[config.mk]
export PLATFORM = sky130hd
export DESIGN_NAME = pc_redirect_ctrl_flat
export DESIGN_NICKNAME = d
export VERILOG_FILES = /design/src/rtl/pc_redirect_ctrl_pkg.sv /design/src/rtl/pc_redirect_ctrl_if.sv /design/src/rtl/pc_redirect_ctrl_mispredict_detect.sv /design/src/rtl/pc_redirect_ctrl.sv /design/src/flat_wrapper.sv
export SDC_FILE = /design/constraint.sdc
export NUM_CORES = 1
export LEC_CHECK = 0
export CAP_MARGIN = 10
export CORE_ASPECT_RATIO = 1.75
export CORE_MARGIN = 5
export CORE_UTILIZATION = 41
export CTS_CLUSTER_DIAMETER = 200
export DETAILED_ROUTE_END_ITERATION = 12
export PLACE_DENSITY = 0.8
export SYNTH_ARGS = -nofsm -noshare
export SYNTH_HDL_FRONTEND = slang
export SYNTH_HIERARCHICAL = 1
export SYNTH_SLANG_ARGS = --single-unit
export TNS_END_PERCENT = 10
[constraint.sdc]
create_clock -name clk_i -period 3.4 [get_ports clk_i]
set_input_delay 0.68 -clock clk_i [delete_from_list [all_inputs] [get_ports clk_i]]
set_output_delay 0.68 -clock clk_i [all_outputs]
set_load 0.05 [all_outputs]
[src/rtl/pc_redirect_ctrl_pkg.sv]
// ---------------------------------------------------------------------------
// rv32_fetch_pkg
// Shared definitions for the RV32I fetch-stage next-PC controller:
//   - XLEN            : address/PC width
//   - PCSEL_*         : encodings of the PC mux select (pc_sel)
//   - fsm_state_e     : redirect controller states
//   - pc_plus4()      : sequential successor, wraps modulo 2^XLEN
// ---------------------------------------------------------------------------
package rv32_fetch_pkg;

  localparam int XLEN = 32;

  localparam logic [1:0] PCSEL_SEQ   = 2'd0;  // PC + 4
  localparam logic [1:0] PCSEL_BTB   = 2'd1;  // BTB predicted target
  localparam logic [1:0] PCSEL_REDIR = 2'd2;  // redirect_pc
  localparam logic [1:0] PCSEL_HOLD  = 2'd3;  // keep current PC

  typedef enum logic [1:0] {
    ST_RUN  = 2'd0,  // normal fetch
    ST_WAIT = 2'd1,  // imem busy, nothing pending
    ST_PEND = 2'd2   // redirect latched, waiting for imem
  } fsm_state_e;

  // Sequential successor; the add wraps naturally at the top of the space.
  function automatic logic [XLEN-1:0] pc_plus4(input logic [XLEN-1:0] pc);
    return pc + {{(XLEN-3){1'b0}}, 3'b100};
  endfunction

endpackage

[src/rtl/pc_redirect_ctrl_if.sv]
// ---------------------------------------------------------------------------
// pc_redirect_ctrl_if
// Bundle of all redirect-source inputs and PC/pipeline control outputs of
// pc_redirect_ctrl.
//   slave  : controller side (sources in, controls out)
//   master : environment side (sources out, controls in)
// ---------------------------------------------------------------------------
interface pc_redirect_ctrl_if #(
  parameter int XLEN = rv32_fetch_pkg::XLEN
) ();

  // Redirect sources and fetch status
  logic            imem_ready;
  logic            load_use_stall;
  logic            ex_resolved;
  logic            ex_taken;
  logic [XLEN-1:0] ex_pc;
  logic [XLEN-1:0] ex_target;
  logic            ex_pred_taken;
  logic [XLEN-1:0] ex_pred_target;
  logic            id_jump;
  logic [XLEN-1:0] id_jump_target;
  logic            btb_hit;
  logic [XLEN-1:0] btb_target;

  // PC and pipeline controls
  logic            pc_write;
  logic [1:0]      pc_sel;
  logic [XLEN-1:0] redirect_pc;
  logic            ifid_write;
  logic            ifid_flush;
  logic            idex_flush;
  logic            btb_upd_en;
  logic [XLEN-1:0] btb_upd_pc;
  logic [XLEN-1:0] btb_upd_target;
  logic            btb_upd_taken;
  logic            busy;

  modport slave (
    input  imem_ready, load_use_stall, ex_resolved, ex_taken, ex_pc, ex_target,
           ex_pred_taken, ex_pred_target, id_jump, id_jump_target, btb_hit,
           btb_target,
    output pc_write, pc_sel, redirect_pc, ifid_write, ifid_flush, idex_flush,
           btb_upd_en, btb_upd_pc, btb_upd_target, btb_upd_taken, busy
  );

  modport master (
    output imem_ready, load_use_stall, ex_resolved, ex_taken, ex_pc, ex_target,
           ex_pred_taken, ex_pred_target, id_jump, id_jump_target, btb_hit,
           btb_target,
    input  pc_write, pc_sel, redirect_pc, ifid_write, ifid_flush, idex_flush,
           btb_upd_en, btb_upd_pc, btb_upd_target, btb_upd_taken, busy
  );

endinterface

[src/rtl/pc_redirect_ctrl_mispredict_detect.sv]
// ---------------------------------------------------------------------------
// mispredict_detect
// Combinational branch-resolution check for the branch in EX.
//   inputs : ex_resolved_i, ex_taken_i, ex_pc_i, ex_target_i,
//            ex_pred_taken_i, ex_pred_target_i
//   outputs: mispredict_o  - direction wrong, or taken with wrong target
//            correct_pc_o  - where fetch should have gone
// ---------------------------------------------------------------------------
module mispredict_detect #(
  parameter int XLEN = 32
) (
  input  logic            ex_resolved_i,
  input  logic            ex_taken_i,
  input  logic [XLEN-1:0] ex_pc_i,
  input  logic [XLEN-1:0] ex_target_i,
  input  logic            ex_pred_taken_i,
  input  logic [XLEN-1:0] ex_pred_target_i,
  output logic            mispredict_o,
  output logic [XLEN-1:0] correct_pc_o
);

  logic [XLEN-1:0] fallthru_s;

  // Not-taken path wraps modulo 2^XLEN.
  assign fallthru_s   = ex_pc_i + {{(XLEN-3){1'b0}}, 3'b100};
  assign correct_pc_o = ex_taken_i ? ex_target_i : fallthru_s;

  // A predicted-taken branch that goes elsewhere is also a miss.
  assign mispredict_o = ex_resolved_i &
                        ((ex_taken_i != ex_pred_taken_i) |
                         (ex_taken_i & (ex_target_i != ex_pred_target_i)));

endmodule

[src/rtl/pc_redirect_ctrl.sv]
// ---------------------------------------------------------------------------
// pc_redirect_ctrl
// Next-PC controller for the RV32I fetch stage. Arbitrates EX mispredict,
// ID jump, load-use stall and BTB hit against instruction-memory wait, and
// latches a redirect seen while fetch is blocked so it is replayed later.
// Ports:
//   clk_i  - clock, rising edge
//   rst_i  - synchronous active-high reset
//   bus    - pc_redirect_ctrl_if.slave (sources in, PC/pipeline controls out)
//   [PC_REDIRECT_PERF_EN] mispredict_cnt_o, jump_cnt_o, stall_cnt_o
//            - 32-bit saturating event counters
// Control outputs are combinational from state and inputs; the BTB update
// strobe and its payload are registered one cycle after resolution.
// Optional feature macro: PC_REDIRECT_PERF_EN
// ---------------------------------------------------------------------------
module pc_redirect_ctrl #(
  parameter int              XLEN     = rv32_fetch_pkg::XLEN,
  parameter logic [XLEN-1:0] RESET_PC = {XLEN{1'b0}}
) (
  input  logic                clk_i,
  input  logic                rst_i,
`ifdef PC_REDIRECT_PERF_EN
  output logic [31:0]         mispredict_cnt_o,
  output logic [31:0]         jump_cnt_o,
  output logic [31:0]         stall_cnt_o,
`endif
  pc_redirect_ctrl_if.slave   bus
);

  import rv32_fetch_pkg::*;

  fsm_state_e      state_q, state_d;
  logic [XLEN-1:0] pend_pc_q, pend_pc_d;
  logic            btb_en_q;
  logic [XLEN-1:0] btb_pc_q, btb_tgt_q;
  logic            btb_tk_q;

  logic            mispred_s;
  logic [XLEN-1:0] correct_pc_s;
  logic            redir_s;
  logic [XLEN-1:0] redir_tgt_s;

  logic            pc_write_s, ifid_write_s, ifid_flush_s, idex_flush_s;
  logic [1:0]      pc_sel_s;
  logic [XLEN-1:0] redirect_pc_s;
  logic            ev_mis_s, ev_jump_s, ev_stall_s;

  mispredict_detect #(.XLEN(XLEN)) u_mispredict_detect (
    .ex_resolved_i   (bus.ex_resolved),
    .ex_taken_i      (bus.ex_taken),
    .ex_pc_i         (bus.ex_pc),
    .ex_target_i     (bus.ex_target),
    .ex_pred_taken_i (bus.ex_pred_taken),
    .ex_pred_target_i(bus.ex_pred_target),
    .mispredict_o    (mispred_s),
    .correct_pc_o    (correct_pc_s)
  );

  // EX outranks ID when both redirect in the same cycle.
  assign redir_s     = mispred_s | bus.id_jump;
  assign redir_tgt_s = mispred_s ? correct_pc_s : bus.id_jump_target;

  // Next-state and control decode
  always_comb begin
    pc_write_s    = 1'b0;
    pc_sel_s      = PCSEL_HOLD;
    redirect_pc_s = pend_pc_q;
    ifid_write_s  = 1'b0;
    ifid_flush_s  = 1'b0;
    idex_flush_s  = 1'b0;
    state_d       = state_q;
    pend_pc_d     = pend_pc_q;
    ev_mis_s      = 1'b0;
    ev_jump_s     = 1'b0;
    ev_stall_s    = 1'b0;
    if (rst_i) begin
      ifid_flush_s = 1'b1;
      idex_flush_s = 1'b1;
    end else begin
      case (state_q)
        ST_RUN, ST_WAIT: begin
          // WAIT only resumes directly when no redirect shows up.
          if (bus.imem_ready && ((state_q == ST_RUN) || !redir_s)) begin
            state_d      = ST_RUN;
            pc_write_s   = 1'b1;
            ifid_write_s = 1'b1;
            if (mispred_s) begin
              pc_sel_s      = PCSEL_REDIR;
              redirect_pc_s = correct_pc_s;
              ifid_flush_s  = 1'b1;
              idex_flush_s  = 1'b1;
              ev_mis_s      = 1'b1;
            end else if (bus.id_jump) begin
              pc_sel_s      = PCSEL_REDIR;
              redirect_pc_s = bus.id_jump_target;
              ifid_flush_s  = 1'b1;
              ev_jump_s     = 1'b1;
            end else if (bus.load_use_stall) begin
              pc_sel_s     = PCSEL_HOLD;
              pc_write_s   = 1'b0;
              ifid_write_s = 1'b0;
              ev_stall_s   = 1'b1;
            end else if (bus.btb_hit && (state_q == ST_RUN)) begin
              pc_sel_s = PCSEL_BTB;
            end else begin
              pc_sel_s = PCSEL_SEQ;
            end
          end else if (redir_s) begin
            // Fetch blocked: squash now, replay the target later.
            ifid_flush_s = 1'b1;
            idex_flush_s = mispred_s;
            pend_pc_d    = redir_tgt_s;
            state_d      = ST_PEND;
            ev_mis_s     = mispred_s;
            ev_jump_s    = ~mispred_s;
          end else begin
            state_d = ST_WAIT;
          end
        end
        ST_PEND: begin
          // ID jumps here sit on the squashed path and are ignored.
          ev_mis_s = mispred_s;
          if (bus.imem_ready) begin
            pc_sel_s      = PCSEL_REDIR;
            redirect_pc_s = mispred_s ? correct_pc_s : pend_pc_q;
            pc_write_s    = 1'b1;
            ifid_write_s  = 1'b1;
            ifid_flush_s  = 1'b1;
            idex_flush_s  = mispred_s;
            state_d       = ST_RUN;
          end else if (mispred_s) begin
            pend_pc_d    = correct_pc_s;
            ifid_flush_s = 1'b1;
            idex_flush_s = 1'b1;
          end else begin
            pend_pc_d = pend_pc_q;
          end
        end
        default: begin
          state_d = ST_RUN;
        end
      endcase
    end
  end

  // FSM state, pending target and one-cycle BTB update strobe
  always_ff @(posedge clk_i) begin
    if (rst_i) begin
      state_q   <= ST_RUN;
      pend_pc_q <= RESET_PC;
      btb_en_q  <= 1'b0;
      btb_pc_q  <= {XLEN{1'b0}};
      btb_tgt_q <= {XLEN{1'b0}};
      btb_tk_q  <= 1'b0;
    end else begin
      state_q   <= state_d;
      pend_pc_q <= pend_pc_d;
      btb_en_q  <= bus.ex_resolved;
      if (bus.ex_resolved) begin
        btb_pc_q  <= bus.ex_pc;
        btb_tgt_q <= bus.ex_target;
        btb_tk_q  <= bus.ex_taken;
      end
    end
  end

`ifdef PC_REDIRECT_PERF_EN
  logic [31:0] mis_cnt_q, jmp_cnt_q, stl_cnt_q;

  // Saturating event counters
  always_ff @(posedge clk_i) begin
    if (rst_i) begin
      mis_cnt_q <= 32'd0;
      jmp_cnt_q <= 32'd0;
      stl_cnt_q <= 32'd0;
    end else begin
      if (ev_mis_s && (mis_cnt_q != 32'hFFFF_FFFF)) mis_cnt_q <= mis_cnt_q + 32'd1;
      if (ev_jump_s && (jmp_cnt_q != 32'hFFFF_FFFF)) jmp_cnt_q <= jmp_cnt_q + 32'd1;
      if (ev_stall_s && (stl_cnt_q != 32'hFFFF_FFFF)) stl_cnt_q <= stl_cnt_q + 32'd1;
    end
  end

  assign mispredict_cnt_o = mis_cnt_q;
  assign jump_cnt_o       = jmp_cnt_q;
  assign stall_cnt_o      = stl_cnt_q;
`else
  logic unused_ev_s;
  assign unused_ev_s = ev_mis_s ^ ev_jump_s ^ ev_stall_s;
`endif

  assign bus.pc_write       = pc_write_s;
  assign bus.pc_sel         = pc_sel_s;
  assign bus.redirect_pc    = redirect_pc_s;
  assign bus.ifid_write     = ifid_write_s;
  assign bus.ifid_flush     = ifid_flush_s;
  assign bus.idex_flush     = idex_flush_s;
  assign bus.btb_upd_en     = btb_en_q;
  assign bus.btb_upd_pc     = btb_pc_q;
  assign bus.btb_upd_target = btb_tgt_q;
  assign bus.btb_upd_taken  = btb_tk_q;
  assign bus.busy           = (state_q != ST_RUN);

endmodule

[src/flat_wrapper.sv]
// flat-port wrapper written by rule: the top's interface ports become plain ports
module pc_redirect_ctrl_flat import rv32_fetch_pkg::*;
#(
  parameter int              XLEN     = rv32_fetch_pkg::XLEN,
  parameter logic [XLEN-1:0] RESET_PC = {XLEN{1'b0}}
)
  (clk_i, rst_i, bus_imem_ready, bus_load_use_stall, bus_ex_resolved, bus_ex_taken, bus_ex_pc, bus_ex_target, bus_ex_pred_taken, bus_ex_pred_target, bus_id_jump, bus_id_jump_target, bus_btb_hit, bus_btb_target, bus_pc_write, bus_pc_sel, bus_redirect_pc, bus_ifid_write, bus_ifid_flush, bus_idex_flush, bus_btb_upd_en, bus_btb_upd_pc, bus_btb_upd_target, bus_btb_upd_taken, bus_busy);
  pc_redirect_ctrl_if #(.XLEN(XLEN)) bus_i ();
  input  logic clk_i;
  input  logic rst_i;
  input wire logic [$bits(bus_i.imem_ready)-1:0] bus_imem_ready;
  input wire logic [$bits(bus_i.load_use_stall)-1:0] bus_load_use_stall;
  input wire logic [$bits(bus_i.ex_resolved)-1:0] bus_ex_resolved;
  input wire logic [$bits(bus_i.ex_taken)-1:0] bus_ex_taken;
  input wire logic [$bits(bus_i.ex_pc)-1:0] bus_ex_pc;
  input wire logic [$bits(bus_i.ex_target)-1:0] bus_ex_target;
  input wire logic [$bits(bus_i.ex_pred_taken)-1:0] bus_ex_pred_taken;
  input wire logic [$bits(bus_i.ex_pred_target)-1:0] bus_ex_pred_target;
  input wire logic [$bits(bus_i.id_jump)-1:0] bus_id_jump;
  input wire logic [$bits(bus_i.id_jump_target)-1:0] bus_id_jump_target;
  input wire logic [$bits(bus_i.btb_hit)-1:0] bus_btb_hit;
  input wire logic [$bits(bus_i.btb_target)-1:0] bus_btb_target;
  output wire logic [$bits(bus_i.pc_write)-1:0] bus_pc_write;
  output wire logic [$bits(bus_i.pc_sel)-1:0] bus_pc_sel;
  output wire logic [$bits(bus_i.redirect_pc)-1:0] bus_redirect_pc;
  output wire logic [$bits(bus_i.ifid_write)-1:0] bus_ifid_write;
  output wire logic [$bits(bus_i.ifid_flush)-1:0] bus_ifid_flush;
  output wire logic [$bits(bus_i.idex_flush)-1:0] bus_idex_flush;
  output wire logic [$bits(bus_i.btb_upd_en)-1:0] bus_btb_upd_en;
  output wire logic [$bits(bus_i.btb_upd_pc)-1:0] bus_btb_upd_pc;
  output wire logic [$bits(bus_i.btb_upd_target)-1:0] bus_btb_upd_target;
  output wire logic [$bits(bus_i.btb_upd_taken)-1:0] bus_btb_upd_taken;
  output wire logic [$bits(bus_i.busy)-1:0] bus_busy;
  assign bus_i.imem_ready = bus_imem_ready;
  assign bus_i.load_use_stall = bus_load_use_stall;
  assign bus_i.ex_resolved = bus_ex_resolved;
  assign bus_i.ex_taken = bus_ex_taken;
  assign bus_i.ex_pc = bus_ex_pc;
  assign bus_i.ex_target = bus_ex_target;
  assign bus_i.ex_pred_taken = bus_ex_pred_taken;
  assign bus_i.ex_pred_target = bus_ex_pred_target;
  assign bus_i.id_jump = bus_id_jump;
  assign bus_i.id_jump_target = bus_id_jump_target;
  assign bus_i.btb_hit = bus_btb_hit;
  assign bus_i.btb_target = bus_btb_target;
  assign bus_pc_write = bus_i.pc_write;
  assign bus_pc_sel = bus_i.pc_sel;
  assign bus_redirect_pc = bus_i.redirect_pc;
  assign bus_ifid_write = bus_i.ifid_write;
  assign bus_ifid_flush = bus_i.ifid_flush;
  assign bus_idex_flush = bus_i.idex_flush;
  assign bus_btb_upd_en = bus_i.btb_upd_en;
  assign bus_btb_upd_pc = bus_i.btb_upd_pc;
  assign bus_btb_upd_target = bus_i.btb_upd_target;
  assign bus_btb_upd_taken = bus_i.btb_upd_taken;
  assign bus_busy = bus_i.busy;
  pc_redirect_ctrl #(.XLEN(XLEN), .RESET_PC(RESET_PC)) u_core (.clk_i(clk_i), .rst_i(rst_i), .bus(bus_i));
endmodule
# [Word-level counts from Yosys, hierarchy flattened]
# Index checks and enable logic that the tools add are counted.
[totals] regBits=100 inputBits=169 output_inout_bits=105 wordCells=73
[classes] addsub=1 n_eq_ne=8 n_mux=45 bitwise=4 reduce_logical=9
[op_table] operator="2-to-1 mux 32 bit" n=11
[op_table] operator="one-hot mux 32 bit (2 select lines)" n=2
[op_table] operator="adder 32 x 3 -> 32 bit, second input constant" n=1
[op_table] operator="inequality test 32 bit" n=1
[op_table] operator="2-to-1 mux 1 bit" n=19
[op_table] operator="2-to-1 mux 2 bit" n=8
[op_table] operator="one-hot mux 2 bit (2 select lines)" n=2
[op_table] operator="inequality test 2 bit, second input constant" n=3
[op_table] operator="one-hot mux 1 bit (2 select lines)" n=3
[op_table] operator="AND reduction 4 bit" n=1
[op_table] operator="nonzero test 2 bit" n=2
[op_table] operator="AND 1 bit" n=2
[op_table] operator="== test 2 x 1 -> 1 bit, second input constant" n=1
[op_table] operator="== test 2 bit, second input constant" n=1
[op_table] operator="logical AND 1 bit" n=2
[op_table] operator="zero test 2 bit" n=1
[op_table] operator="inequality test 2 x 1 -> 1 bit, second input constant" n=1
[op_table] operator="OR 1 bit" n=2
[op_table] operator="OR reduction 2 bit" n=1
[op_table] operator="zero test 1 bit" n=1
[op_table] operator="logical OR 1 bit" n=1
[op_table] operator="inequality test 1 bit" n=1

# [Depth between registers and ports, before layout]
# Gate-level depths: netlist of the first run.
[depth] word_depth=11 mapped_depth=11 ltp_nobuf=10

# [Cells and area by module]
# Netlist of the first run, hierarchy kept.
[by_module_without_submodules] module="pc_redirect_ctrl" n_inst=1 cells_per_inst=493 area_per_inst_um2=4574.4
[by_module_without_submodules] module="mispredict_detect" n_inst=1 cells_per_inst=196 area_per_inst_um2=1305.0

# [Worst setup path after synthesis of the first run]
# No wires, ideal clock.
[synth_path] path_type="input to output" from="in bus_ex_target[1]" to="out bus_pc_write" t_arrival_ns=3.791 slack_ns=-1.071 path_stages=9 path_buffers=2 path_cell_list="xor2_1 nor4_1 nand4_1 nor4_1 a21oi_1 or3_1 buf_2 a211oi_1 buf_4"
[synth_between] elab_chain_cells=11 word_cells_on_any_way=12
[synth_rtl] item="start, declared" line="flat_wrapper.sv:16" rtl="input wire logic [$bits(bus_i.ex_target)-1:0] bus_ex_target;"
[synth_rtl] item="inequality test 32 bit (*)" line="pc_redirect_ctrl_mispredict_detect.sv:31" rtl="(ex_taken_i & (ex_target_i != ex_pred_target_i)));"
[synth_rtl] item="AND 1 bit (*)" line="pc_redirect_ctrl_mispredict_detect.sv:31"
[synth_rtl] item="OR 1 bit (*)" line="pc_redirect_ctrl_mispredict_detect.sv:30" rtl="((ex_taken_i != ex_pred_taken_i) |"
[synth_rtl] item="AND 1 bit (*)" line="pc_redirect_ctrl_mispredict_detect.sv:29" rtl="assign mispredict_o = ex_resolved_i &"
[synth_rtl] item="net u_core.mispred_s" line="pc_redirect_ctrl.sv:38" rtl="logic mispred_s;"
[synth_rtl] item="OR 1 bit" line="pc_redirect_ctrl.sv:60" rtl="assign redir_s = mispred_s | bus.id_jump;"
[synth_rtl] item="zero test 1 bit" line="pc_redirect_ctrl.sv:83" rtl="if (bus.imem_ready && ((state_q == ST_RUN) || !redir_s)) begin"
[synth_rtl] item="logical OR 1 bit" line="pc_redirect_ctrl.sv:83"
[synth_rtl] item="logical AND 1 bit" line="pc_redirect_ctrl.sv:83"
[synth_rtl] item="2-to-1 mux 1 bit (*)"
[synth_rtl] item="one-hot mux 1 bit (2 select lines) (*)"
[synth_rtl] item="2-to-1 mux 1 bit (*)"
[synth_rtl] item="end, declared" line="flat_wrapper.sv:23" rtl="output wire logic [$bits(bus_i.pc_write)-1:0] bus_pc_write;"
# Mark *: on every way through the listed nets, which the timed path passes. The rest lies on a longest branch.

# [Worst setup path after layout of the first run]
[layout_path] from="in bus_ex_pred_target[30]" to="out bus_redirect_pc[21]"
[layout_between] elab_chain_cells=11 word_cells_on_any_way=14
[layout_rtl] item="start, declared" line="flat_wrapper.sv:18" rtl="input wire logic [$bits(bus_i.ex_pred_target)-1:0] bus_ex_pred_target;"
[layout_rtl] item="inequality test 32 bit (*)" line="pc_redirect_ctrl_mispredict_detect.sv:31"
[layout_rtl] item="AND 1 bit (*)" line="pc_redirect_ctrl_mispredict_detect.sv:31"
[layout_rtl] item="OR 1 bit (*)" line="pc_redirect_ctrl_mispredict_detect.sv:30"
[layout_rtl] item="AND 1 bit (*)" line="pc_redirect_ctrl_mispredict_detect.sv:29"
[layout_rtl] item="net u_core.mispred_s" line="pc_redirect_ctrl.sv:38"
[layout_rtl] item="OR 1 bit" line="pc_redirect_ctrl.sv:60"
[layout_rtl] item="zero test 1 bit" line="pc_redirect_ctrl.sv:83"
[layout_rtl] item="logical OR 1 bit" line="pc_redirect_ctrl.sv:83"
[layout_rtl] item="logical AND 1 bit" line="pc_redirect_ctrl.sv:83"
[layout_rtl] item="2-to-1 mux 32 bit" line="pc_redirect_ctrl.sv:83"
[layout_rtl] item="one-hot mux 32 bit (2 select lines) (*)" line="pc_redirect_ctrl.sv:80" rtl="case (state_q)"
[layout_rtl] item="2-to-1 mux 32 bit (*)" line="pc_redirect_ctrl.sv:76" rtl="if (rst_i) begin"
[layout_rtl] item="end, declared" line="flat_wrapper.sv:25" rtl="output wire logic [$bits(bus_i.redirect_pc)-1:0] bus_redirect_pc;"
# Marks and branches as above.

==> results of run 1 <==
[timing repair]
| item | CTS | global route |
|---|---|---|
| resized for setup | 157 | 5 |
| endpoints found under the setup margin | 38 | 37 |
| cloned | 1 | 0 |
| buffers inserted | 2 | 0 |
| pin swaps | 37 | 0 |
[layout make-up]
| cell class | instances | area (sq um) |
|---|---|---|
| Inverter | 11 | 41.3 |
| Clock buffer | 10 | 229 |
| Clock inverter | 6 | 93.8 |
| Tap cell | 180 | 225 |
| Timing Repair Buffer | 361 | 3670 |
| Fill cell | 1101 | 4140 |
| Sequential cell | 100 | 2000 |
| Multi-Input combinational cell | 526 | 3820 |
| Antenna cell | 2 | 5.00 |
[worst reg2reg max path, cell delays in order, from the launching register on]
cell and delay, ns:
sky130_fd_sc_hd__dfxtp_1 0.64, sky130_fd_sc_hd__nand2b_1 0.28, sky130_fd_sc_hd__and3_1 0.27, sky130_fd_sc_hd__buf_12 0.20
sky130_fd_sc_hd__a22oi_1 0.11, sky130_fd_sc_hd__o2bb2ai_1 0.18
[per-layer routing]
metal	routed length [um]	vias to the layer above	global-route usage [%]
met5	0	-	0
met4	1520	0	16.8
met3	1430	73	4.81
met2	12700	299	50.6
met1	8420	3101	29.4
li1	-	3071	-
[registers in the layout, indices dropped and copies added (netlist names)]
signal                     count
u_core/bus.btb_upd_en          1
u_core/bus.btb_upd_pc         32
u_core/bus.btb_upd_taken       1
u_core/bus.btb_upd_target     32
u_core/pend_pc_q              32
u_core/state_q                 2
[how the worst max path moves through the flow]
stage	startpoint	to	slack (ns)	cells after the start
final	bus_ex_pred_target[30]	bus_redirect_pc[21]	-0.36	14
after floorplan	bus_ex_target[1]	bus_pc_write	-0.30	9
after detailed placement	bus_ex_target[28]	bus_ifid_write	-0.94	10
after global placement	bus_ex_target[28]	bus_ifid_write	-0.92	10
after global routing	bus_ex_target[21]	bus_redirect_pc[20]	-0.41	13
after CTS	bus_ex_pc[3]	bus_redirect_pc[26]	-0.28	11
[power groups by stage]
stage          logic, mW  registers [mW]  clock network, mW
3_5_place_dp        1.36            1.32                  0
4_1_cts             1.39            1.29               1.16
2_1_floorplan      0.516            1.47                  0
5_1_grt             1.46            1.30               1.21
3_3_place_gp        1.35            1.31                  0
6_report            1.39            1.30               1.15
[through the flow]
stage,std cells,utilization (%),area [sq um]
global placement,1175,66.9,9520
floorplan,689,-,5890
global route,1196,70.9,10100
CTS,1194,70.7,10100
finish,1196,70.9,10100
detailed placement,1175,66.9,9520
[logic make-up after synthesis]
logic type / share of synthesized area, %
adder cells (fa/ha/maj): 0.213
AND/OR/NAND/NOR: 20.5
AO/OA/AOI/OAI: 18.4
flip-flops: 34.0
multiplexers: 12.2
XOR/XNOR: 8.94
buffers and inverters: 5.68
[cells in the mapped netlist, types with 2 or more instances]
library cell                instances
sky130_fd_sc_hd__nand2_1          104
sky130_fd_sc_hd__dfxtp_1          100
sky130_fd_sc_hd__nor2_1            82
sky130_fd_sc_hd__mux2i_1           67
sky130_fd_sc_hd__a22oi_1           48
sky130_fd_sc_hd__xnor2_1           30
sky130_fd_sc_hd__xor2_1            30
sky130_fd_sc_hd__o2bb2ai_1         29
sky130_fd_sc_hd__o21ai_1           21
sky130_fd_sc_hd__clkbuf_1          19
sky130_fd_sc_hd__buf_2             18
sky130_fd_sc_hd__o21ai_0           14
sky130_fd_sc_hd__inv_1             11
sky130_fd_sc_hd__a22oi_2           10
sky130_fd_sc_hd__nor3_2             9
sky130_fd_sc_hd__nand4_1            8
sky130_fd_sc_hd__a21oi_1            7
sky130_fd_sc_hd__nand3_1            7
sky130_fd_sc_hd__buf_6              6
sky130_fd_sc_hd__nor4_1             6
sky130_fd_sc_hd__buf_4              5
sky130_fd_sc_hd__nand2b_1           5
sky130_fd_sc_hd__a32o_1             4
sky130_fd_sc_hd__nor2b_1            4
sky130_fd_sc_hd__a211oi_1           3
sky130_fd_sc_hd__and2_1             3
sky130_fd_sc_hd__and4_1             3
sky130_fd_sc_hd__and4_4             3
sky130_fd_sc_hd__buf_1              3
sky130_fd_sc_hd__mux2_2             3
sky130_fd_sc_hd__nor3_1             3
sky130_fd_sc_hd__nor3b_2            3
sky130_fd_sc_hd__a221o_1            2
sky130_fd_sc_hd__o221ai_1           2
sky130_fd_sc_hd__or3_1              2
==> summary.txt, run 1 <==
Setup path
  • Slowest cell on crit path: sky130_fd_sc_hd__nor4_2
  • Delay-heaviest family, CP: simple AND/OR/NAND/NOR gates
  • Startpoint-to-endpoint class of the critical path: in -> out
  • CP Data Arrival Time: ~3 ns
  • R2R Path Start: u_core/state_q[0]
  • Worst-case reg-to-reg path depth: 5
  • Worst reg2reg path endpoint: u_core/pend_pc_q[29]
  • CP endpoint kind: primary output
  • Crit-path max FO: 14
  • Minimum setup slack among reg-to-reg paths: ~1.7 ns
  • Crit path required time: 2.72 ns
  • Highest cell delay on the worst timing path: between 0.2 and 0.3 ns
  • Kind of start point of the critical path: primary input
  • Cells along the critical path: clkdlybuf4s15_1 -> xor2_1 -> nor4_2 -> buf_4 -> nand4_1 -> nor4_2 -> a21oi_2 -> nand2b_4 -> nor3_4 -> buf_4 -> buf_16 -> nand2_1 -> nand2_1 -> buf_12
  • Worst path bufs/invs: 5

Logic synthesis
  • Biggest area contributors in the synthesized netlist: sky130_fd_sc_hd__dfxtp_1 (34%), sky130_fd_sc_hd__mux2i_1 (11%), sky130_fd_sc_hd__nand2_1 (6.6%)
  • Ys flop type: sky130_fd_sc_hd__dfxtp_1
  • Distinct cells, synth: 50
  • Number of synthesis warnings: 6
  • Mapped cell area: 0.00588 sq mm
  • Synthesized Nets: roughly 860
  • Syn_area_per_cell: between 8 and 9 sq um
  • FF+latch count, synth: 100
  • Synth async-reset ratio: 0%
  • Sequential element share of the synthesized area: 34.0%
  • Portion of synthesized cell area occupied by the leading cell type: 34.0%
  • Number of flops mapped to enable cells by yosys: 0
  • Number of cells produced by synthesis: 689
  • Largest area contributor in the netlist: sky130_fd_sc_hd__dfxtp_1

Hold path
  • HP Class: reg -> reg
  • Hold_sp: u_core/pend_pc_q[28]
  • Hold path cells: 1
  • End of the worst hold path: u_core/pend_pc_q[28]

Timing
  • Setup TNS after final layout: -11.89 ns
  • Final critical path time including I/O delays and setup: between 3 and 4 ns
  • Worst Max-Slew Pin Slew: 1.13 ns
  • Max transition margin: 24.8%
  • Top achievable clock speed: 0.266 GHz
  • Count of pins over their slew limit: 0
  • # setup viols final: 36
  • Final hold viol count: 0
  • Fin crit share: 111%
  • Clock skew after layout: 0.00568 ns
  • Final hold slack: 0.468 ns
  • RSZ-0062 raised after global routing: yes
  • Min setup slack post-route: -0.361 ns

Pwr
  • Pwr Density: 380 mW/mm^2
  • Sequential group share of total power: 33.8%
  • Net Switching: ~1.3 mW
  • Total leakage power: ~4.2 nW
  • Fraction of power spent switching nets: between 30% and 40%
  • Power share of the combinational group: between 30 and 40%
  • Total power of the final layout: 3.84 mW
  • Clk network pwr share: approximately 30%
  • Maximum resistive drop on vdd: roughly 0.00024 V
  • Cell-internal power: 2.53 mW

Clock tree
  • Clk_lat worst skew: about 0.34 ns
  • CTS tree: built
  • Number of H-tree branching levels: 3
  • Buffer cell driving the clock tree root: sky130_fd_sc_hd__clkbuf_16
  • Post-CTS Hold Buffers: 0
  • Register clock-pin slew on the reported worst setup and hold paths: 0.07 ns
  • Number of buffers on the longest clock path: 2
  • Clock buffer count from CTS: 9
  • Sinks on Clock Net: 100

Global routing
  • Largest net degree at the start of global routing: 67
  • Total grt overflow: 0
  • First-pass GRT wire length: 36900 um
  • Vias in the first global route: 6912
  • Number of antenna violations at the first check in global routing: 2
  • Total routing resource utilization after global routing: 27.9%

Route
  • Vias per Instance: 5.47
  • DRC Markers: 0
  • Wirelength, routed: around 24000 um
  • Number of detailed-route iterations in the first pass: 5
  • Total vias in the final route: 6544
  • Antenna-violating nets left: 0
  • Post-detailed-route wirelength per cell: 20.1 um
  • DRT iter0 DRCs: 318

Run status
  • Violations in the final reports: negative setup slack
  • Outcome: finished, violations left

Placed design
  • Detailed placement HPWL: between 15000 and 20000 um
  • Routability cong.: 0.892
  • Count of input and output buffers: 241
  • Setup slack at placement: -0.944 ns

Floorplanning
  • Floorplan Core Area: 0.0142 sq mm
  • Top-level I/O count: 274
  • Die boundary width: just over 100 um
  • Height of the chip: 168 um
  • Initial Util: 41.3%
  • Site Rows: 58
  • Die area: about 0.017 sq mm

Cells and area
  • Synth-to-Final Area Change: 71.6%
  • Final nets: 1179
  • Leading cell types in the layout, fill and taps excluded: sky130_fd_sc_hd__clkdlybuf4s50_1 (153), sky130_fd_sc_hd__buf_4 (116), sky130_fd_sc_hd__dfxtp_1 (100)
  • Layout cells sized above 1: 27.8%
  • Most common cell after layout, fill and taps aside: sky130_fd_sc_hd__clkdlybuf4s50_1

Flow run
  • Max-cap viol count: 0
Note: power is estimated with default switching activity, not from simulation.
==> inputs of run 2 (changes only) <==
- GPL_TIMING_DRIVEN: not set -> 0
- clock period: 3.4 -> 4.7 ns (I/O delays scaled with it)
==> summary.txt, run 2 (synthesis gave the netlist of run 1 again) <==
Run status
  • Outcome: completed

Setup path
  • CP Data Arrival Time: 3.71 ns (+0.63 ns)
  • CP endpoint kind: primary output
  • Highest cell delay on the worst timing path: 0.42 ns (+0.13 ns)
  • Minimum setup slack among reg-to-reg paths: 3.13 ns (+1.48 ns)
  • Slowest cell on crit path: sky130_fd_sc_hd__clkdlybuf4s50_1
  • Cells along the critical path: clkdlybuf4s50_1 -> xor2_1 -> nor4_4 -> nand4_1 -> nor4_4 -> a21oi_4 -> nor2_4 -> nor3_1 -> a221o_1 -> a32o_1 -> clkbuf_4
  • Crit-path max FO: 8 (-6)
  • Startpoint-to-endpoint class of the critical path: in -> out
  • Cell repeated most along the worst path: sky130_fd_sc_hd__nor4_4
  • Worst path bufs/invs: 2 (-3)
  • Crit path required time: 3.76 ns (+1.04 ns)
  • Delay-heaviest family, CP: simple AND/OR/NAND/NOR gates
  • Kind of start point of the critical path: primary input

Timing
  • Min setup slack post-route: 0.0489 ns (+0.410 ns)
  • Max transition margin: 51.0% (+26 points)
  • Count of pins over their slew limit: 0 (unchanged)
  • Fin crit share: 99.0%
  • Clock skew after layout: 0.00582 ns (+0.000137 ns)
  • Worst Max-Slew Pin Slew: 0.727 ns (-0.401 ns)
  • Top achievable clock speed: between 0.2 and 0.25 GHz
  • RSZ-0062 raised after global routing: yes
  • Final critical path time including I/O delays and setup: 4.65 ns
  • # setup viols final: 0 (-100%)
  • Final hold viol count: 0 (unchanged)

Floorplanning
  • Top-level I/O count: 274 (unchanged)
  • Die area: 0.0169 sq mm (unchanged)
  • Die boundary width: 101 um (unchanged)
  • Initial Util: 41.3% (unchanged)
  • Height of the chip: 168 um (unchanged)
  • Site Rows: 58 (unchanged)
  • Floorplan Core Area: 0.0142 sq mm (unchanged)

Global routing
  • Total routing resource utilization after global routing: 26.5% (-1.4 points)
  • Number of antenna violations at the first check in global routing: 0 (-2)
  • Vias in the first global route: 6236 (-9.8%)
  • First-pass GRT wire length: 34300 um (-7.0%)
  • Total grt overflow: 0 (unchanged)
  • Largest net degree at the start of global routing: 17 (-75%)

Clock tree
  • CTS tree: built
  • Number of H-tree branching levels: 3 (unchanged)
  • Clk_lat worst skew: 0.34 ns (about the same)
  • Post-CTS Hold Buffers: 0 (unchanged)
  • Number of buffers on the longest clock path: 2 (unchanged)
  • Register clock-pin slew on the reported worst setup and hold paths: 0.07 ns (about the same)
  • Clock buffer count from CTS: 9 (unchanged)
  • Buffer cell driving the clock tree root: sky130_fd_sc_hd__clkbuf_16
  • Sinks on Clock Net: 100 (unchanged)

Cells and area
  • Final non-filler cell area: 0.00884 sq mm (-12%)
  • Total of fill cells in the finished design: 1292 (+17%)
  • Sequential cell area in the final layout: 0.00200 sq mm (unchanged)
  • Most common cell after layout, fill and taps aside: sky130_fd_sc_hd__clkdlybuf4s50_1
  • Final nets: 1111 (-5.8%)
  • Synth-to-Final Area Change: 50.4%
  • Layout cells sized above 1: 14.2% (-14 points)
  • Area of the multi-input gates: 0.00365 sq mm (-4.6%)
  • Final std cells w/o fill: 1127 (-5.8%)
  • Leading cell types in the layout, fill and taps excluded: sky130_fd_sc_hd__clkdlybuf4s50_1 (189), sky130_fd_sc_hd__nand2_1 (104), sky130_fd_sc_hd__dfxtp_1 (100)

Placed design
  • Area post-placement: 0.00851 sq mm (-11%)
  • Count of input and output buffers: 240 (-0.41%)
  • Setup slack at placement: -0.957 ns (-0.0127 ns)
  • Routability cong.: 0.927 (+3.9%)
  • Detailed placement HPWL: 18500 um (+0.26%)
  • Number of placed instances with taps included: 1109 (-5.6%)

Route
  • Wirelength, routed: 22900 um (-4.8%)
  • DRT iter0 DRCs: 285 (-10%)
  • Total vias in the final route: 6071 (-7.2%)
  • DRC Markers: 0 (unchanged)
  • Antenna-violating nets left: 0 (unchanged)
  • Vias per Instance: 5.39 (-1.5%)
  • Post-detailed-route wirelength per cell: 20.4 um (+1.1%)
  • Number of detailed-route iterations in the first pass: 4 (-1)

Pwr
  • Total leakage power: 3.60 nW (-14%)
  • Pwr Density: 286 mW/mm^2 (-25%)
  • Maximum resistive drop on vdd: 0.000176 V (-26%)

Hold path
  • HP Class: reg -> reg

Flow run
  • Max-cap viol count: 0 (unchanged)
## run 2: layout make-up
| type | count | share of cell area (%) |
|---|---|---|
| Tap cell | 180 | 2.55 |
| Buffer | 51 | 3.58 |
| Antenna cell | 1 | 0.0283 |
| Timing Repair Buffer | 242 | 26.2 |
| Clock buffer | 11 | 2.63 |
| Sequential cell | 100 | 22.6 |
| Inverter | 11 | 0.467 |
| Clock inverter | 5 | 0.693 |
| Multi-Input combinational cell | 526 | 41.3 |
## run 2: metrics by stage
step | hold slack [ns] | utilization, % | setup TNS (ns) | total power, mW
global route | 0.476 | 62.2 | -0.0589 | 2.64
global placement | 0.445 | 59.8 | -32.51 | 1.79
finish | 0.465 | 62.2 | 0 | 2.53
detailed placement | 0.449 | 59.8 | -31.34 | 1.80
CTS | 0.469 | 61.5 | -0.139 | 2.53
floorplan | 0.433 | - | 0 | 1.43
## run 2: report_power, final
group / leakage [nW] / switching, mW / internal (mW)
Combinational: 2.63 / 0.521 / 0.329
Clock: 0.144 / 0.335 / 0.417
Sequential: 0.824 / 0.0300 / 0.902
Total: 3.60 / 0.886 / 1.65
## run 2: final timing paths
path	from	end	cells past startpoint
min	u_core/pend_pc_q[15]	u_core/pend_pc_q[15]	1
max	bus_ex_pred_target[20]	bus_redirect_pc[13]	11
max reg2reg	u_core/state_q[1]	u_core/pend_pc_q[18]	7
min reg2reg	u_core/pend_pc_q[15]	u_core/pend_pc_q[15]	1
## run 2: routing by layer
layer | vias to the layer above | GRT usage [%] | wire length [um] | part of all wire (%)
li1 | 2940 | - | - | -
met2 | 235 | 49.6 | 12400 | 54
met3 | 46 | 5.02 | 1380 | 6.0
met4 | 0 | 11.0 | 857 | 3.7
met1 | 2850 | 28.3 | 8360 | 36
met5 | - | 0 | 0 | 0
## run 2: repair_timing
item | CTS | global route
setup buffers | 0 | 2
pin swaps | 7 | 8
endpoints found under the setup margin | 38 | 37
gates resized for setup | 203 | 57
